===== src/rtl/tree_router_input_port.sv =====
// Input stage of a NoC tree router: a small FIFO whose head entry is decoded
// into exactly one of three output channels (up / left / right).
module tree_router_input_port #(
  parameter int WIDTH_packet = 14,
  parameter int ADDR_W       = 4,
  parameter int LEVEL        = 1,
  parameter int NODE_PREFIX  = 0,
  parameter int DEPTH        = 4
) (
  input  logic                    clk,
  input  logic                    rst_n,
  input  logic                    in_valid,
  input  logic [WIDTH_packet-1:0] in_data,
  output logic                    in_ready,
  output logic                    up_valid,
  output logic [WIDTH_packet-1:0] up_data,
  input  logic                    up_ready,
  output logic                    left_valid,
  output logic [WIDTH_packet-1:0] left_data,
  input  logic                    left_ready,
  output logic                    right_valid,
  output logic [WIDTH_packet-1:0] right_data,
  input  logic                    right_ready,
  output logic [15:0]             fwd_count
);

  localparam int PTR_W = $clog2(DEPTH);
  localparam int SUB_W = (LEVEL < ADDR_W) ? ADDR_W - LEVEL : 1;

  typedef enum logic [1:0] {ROUTE_UP, ROUTE_LEFT, ROUTE_RIGHT} route_t;

  logic [WIDTH_packet-1:0] mem [DEPTH];
  logic [PTR_W-1:0]        rd_ptr, wr_ptr;
  logic [PTR_W:0]          occ;
  logic                    full, empty, push, pop;
  logic [WIDTH_packet-1:0] head;
  logic [ADDR_W-1:0]       dest;
  logic                    in_subtree;
  route_t                  route;

  assign full     = (occ == (PTR_W+1)'(DEPTH));
  assign empty    = (occ == '0);
  assign in_ready = !full;
  assign push     = in_valid && !full;

  assign head = mem[rd_ptr];
  assign dest = head[WIDTH_packet-1 -: ADDR_W];

  // The root owns the whole address space, so it never forwards upward.
  generate
    if (LEVEL == ADDR_W) begin : g_root
      assign in_subtree = 1'b1;
    end else begin : g_inner
      localparam logic [SUB_W-1:0] PFX = SUB_W'(NODE_PREFIX);
      assign in_subtree = (dest[ADDR_W-1:LEVEL] == PFX);
    end
  endgenerate

  always_comb begin
    route = ROUTE_UP;
    if (in_subtree) route = dest[LEVEL-1] ? ROUTE_RIGHT : ROUTE_LEFT;
  end

  assign up_valid    = !empty && (route == ROUTE_UP);
  assign left_valid  = !empty && (route == ROUTE_LEFT);
  assign right_valid = !empty && (route == ROUTE_RIGHT);
  assign up_data     = head;
  assign left_data   = head;
  assign right_data  = head;

  assign pop = (up_valid && up_ready) || (left_valid && left_ready) ||
               (right_valid && right_ready);

  // Storage is deliberately left unreset; valids gate it while empty.
  always_ff @(posedge clk) begin
    if (push) mem[wr_ptr] <= in_data;
  end

  always_ff @(posedge clk or negedge rst_n) begin
    if (!rst_n) begin
      rd_ptr    <= '0;
      wr_ptr    <= '0;
      occ       <= '0;
      fwd_count <= '0;
    end else begin
      if (push) wr_ptr <= wr_ptr + PTR_W'(1);
      if (pop) begin
        rd_ptr    <= rd_ptr + PTR_W'(1);
        fwd_count <= fwd_count + 16'd1;
      end
      case ({push, pop})
        2'b10:   occ <= occ + (PTR_W+1)'(1);
        2'b01:   occ <= occ - (PTR_W+1)'(1);
        default: occ <= occ;
      endcase
    end
  end

endmodule


===== config.mk =====
export PLATFORM = sky130hd
export DESIGN_NAME = tree_router_input_port
export DESIGN_NICKNAME = d
export VERILOG_FILES = /design/src/rtl/tree_router_input_port.sv
export SDC_FILE = /design/constraint.sdc
export NUM_CORES = 1
export LEC_CHECK = 0
export BUFFER_PORTS_ARGS = -buffer_cell sky130_fd_sc_hd__buf_2
export CAP_MARGIN = 20
export CORE_UTILIZATION = 30
export DETAILED_ROUTE_END_ITERATION = 7
export PLACE_DENSITY = 0.54
export SLEW_MARGIN = 20
export SYNTH_ARGS = -nofsm -noshare
export SYNTH_HDL_FRONTEND = slang
export SYNTH_SLANG_ARGS = --single-unit

===== constraint.sdc =====
create_clock -name clk -period 5.85 [get_ports clk]
set_clock_uncertainty 0.1 [all_clocks]
set_input_delay 0.585 -clock clk [delete_from_list [all_inputs] [get_ports clk]]
set_output_delay 0.585 -clock clk [all_outputs]
set_load 0.02 [all_outputs]

==> flow_summary_export.csv <==
group,metric,value,unit
layout,nets,295,
global_route,grt_pass1_wl,9.28,mm
clocking,htreeDepth,3,
timing,setup_viol_count_final,0,
worst_setup_path,start_kind,"flop",
layout,fin_util,0.368,
routing,drt_iter0_drc,80,
routing,ant_nets,0,
layout,layout-drive-gt1-share,0.410,
timing,hold_viol_final,0,
placement,port_buffers,81,
placement,placed_area,0.00376,sq mm
timing,fin_setup_tns,0,ns
yosys,synthArstFlopShare,0.291,
power,p_leak,1.63,nW
worst_setup_path,critical_path_class,"reg -> reg",
timing,fmax,249,MHz
power,irDropWorstVdd,0.197,mV
min_path,hp-class,"in -> async",
layout,fillers,1028,
clocking,clk_latency,0.33,ns
worst_setup_path,cp_max_fo,19,
floorplan,die_w,109,um
clocking,cts-resized-gates,0,
yosys,synth_flop_cell,"edfxtp_1",
yosys,synth_edf_count,56,
flow_run,cap_violations,0,
yosys,avgSynthCellArea,16.5,sq um
timing,finalMaxSlewViolations,0,
clocking,clock-sinks,79,
routing,vias,1811,
clocking,cts_tree,"built",
timing,whs,0.126,ns
global_route,gr-usage-all-layers,0.111,
yosys,yosys_register_bits,79,
global_route,grt_max_degree,24,
power,power.density,573,mW/mm^2
yosys,ys_seq_area_frac,0.659,
routing,drt-pass1-iter-count,4,
layout,layout_common_cells,"buf_2, edfxtp_1, dfrtp_1",
global_route,overflow,0,
global_route,antenna_found_initial,1,
run_status,status,"finished, final reports clean",
worst_setup_path,rr_worst_depth,9,
routing,vias_per_cell,4.38,
clocking,clock-root-buffer,"clkbuf_16",
timing,fin_crit_sh,0.688,
worst_setup_path,required,6.00,ns
floorplan,core,0.0110,sq mm
layout,area_growth,17.9,%
routing,routed_wl,6.14,mm
floorplan,row_count,38,
layout,final_common_cell,"buf_2",
clocking,holdBufCountCts,0,
floorplan,dieHeight,109,um
yosys,yosys_warnings,0,
worst_setup_path,critPathCaptureType,"flop",
timing,tightest_slew,0.934,ns
clocking,clkTransAtPathRegs,0.06,ns
floorplan,ios,82,
timing,rsz0062_at_grt,"no",
placement,dp_hpwl,4.17,mm
yosys,syn-num-nets,235,
timing,fin_crit,4.02,ns
floorplan,start_util,0.312,
layout,antenna-diode-count,0,
layout,design_area,0.00404,sq mm
clocking,post_cts_buffers,0,
yosys,synth_cells,208,
worst_setup_path,arrival,4.17,ns
clocking,clock_path_buffers,2,
floorplan,design.die.area,0.0118,sq mm
clocking,cts-buffers-inserted,9,
global_route,grt_pass1_vias,1720,
placement,gp_congestion,0.755,
routing,wl_per_cell,14.9,um
yosys,synth.distinct_cells,28,
routing,drc_errors,0,
yosys,synth_area,0.00342,sq mm
timing,slew_headroom,0.377,
-- layer usage --
metal	vias up	share of wire	global-route usage
li1	856	-	-
met1	906	0.44	0.139
met2	44	0.49	0.165
met3	5	0.052	0.0454
met4	0	0.016	0.0550
met5	-	0	0
-- through the flow --
stage	power [W]	std cells	setup slack [ns]
after floorplan	0.00170	208	2.62
after global placement	0.00183	397	1.83
after detailed placement	0.00184	397	1.75
after CTS	0.00236	413	1.73
after global routing	0.00247	413	1.43
final	0.00231	413	1.83
-- power by group --
part           switching, W  internal, W
logic              0.000602     0.000359
registers          0.000110     0.000737
clock network      0.000218     0.000288
total              0.000931      0.00138
-- flip-flops by register name, indices dropped and copies added, names as in the netlist --
register and cells:
fwd_count 16, mem 56, occ 3, rd_ptr 2, wr_ptr 2
-- critical path, cell delays in order (launching register included) --
cell	delay, ns
dfrtp_1	0.96
mux4_2	0.67
or4_4	0.59
o22ai_4	0.48
ha_1	0.30
inv_1	0.06
fa_1	0.37
xor2_1	0.15
nor2_1	0.11
xor2_1	0.16
-- kinds of logic after synthesis --
group / Yosys count / synth area share
buffers and inverters: 40 / 0.0793
and+or+nand+nor: 42 / 0.0694
AOI/OAI and AO/OA: 2 / 0.00731
xor gates and xnor gates: 21 / 0.0537
muxes: 17 / 0.103
adders and majority gates: 7 / 0.0278
DFF: 79 / 0.659
-- Yosys cell counts (2+ instances only) --
library cell / n / area [sq um]
mux4_2: 12 / 270
nand2_1: 8 / 30.0
buf_6: 2 / 22.5
nor2_1: 6 / 22.5
nand3_1: 7 / 35.0
xnor2_1: 16 / 140
xor2_1: 5 / 43.8
nor3_1: 3 / 15.0
mux4_1: 2 / 52.6
dfrtp_1: 23 / 576
mux2i_1: 2 / 20.0
ha_1: 6 / 75.1
buf_4: 28 / 210
nand4_1: 7 / 43.8
and3_1: 6 / 37.5
inv_1: 8 / 30.0
edfxtp_1: 56 / 1680
-- cell type report --
type / instances / area [sq um] / share of cell area
clock inverters: 7 / 47.5 / 0.0118
well taps: 140 / 175 / 0.0434
multi-input cells: 89 / 896 / 0.222
clock buffers: 9 / 225 / 0.0558
flip-flops and latches: 79 / 2260 / 0.559
inverters: 8 / 30.0 / 0.00744
repair buffers: 81 / 405 / 0.100
-- path summary, 6_finish.rpt --
path | startpoint | slack, ns | endpoint
max | rd_ptr[0] | 1.83 | occ[2]
min | rst_n | 0.13 | fwd_count[10]
max reg2reg | rd_ptr[0] | 1.83 | occ[2]
min reg2reg | fwd_count[15] | 0.37 | fwd_count[15]
max in group asynchronous | rst_n | 5.16 | occ[2]
min in group clk | fwd_count[15] | 0.37 | fwd_count[15]
No activity file was read; power rests on OpenSTA's default activity.
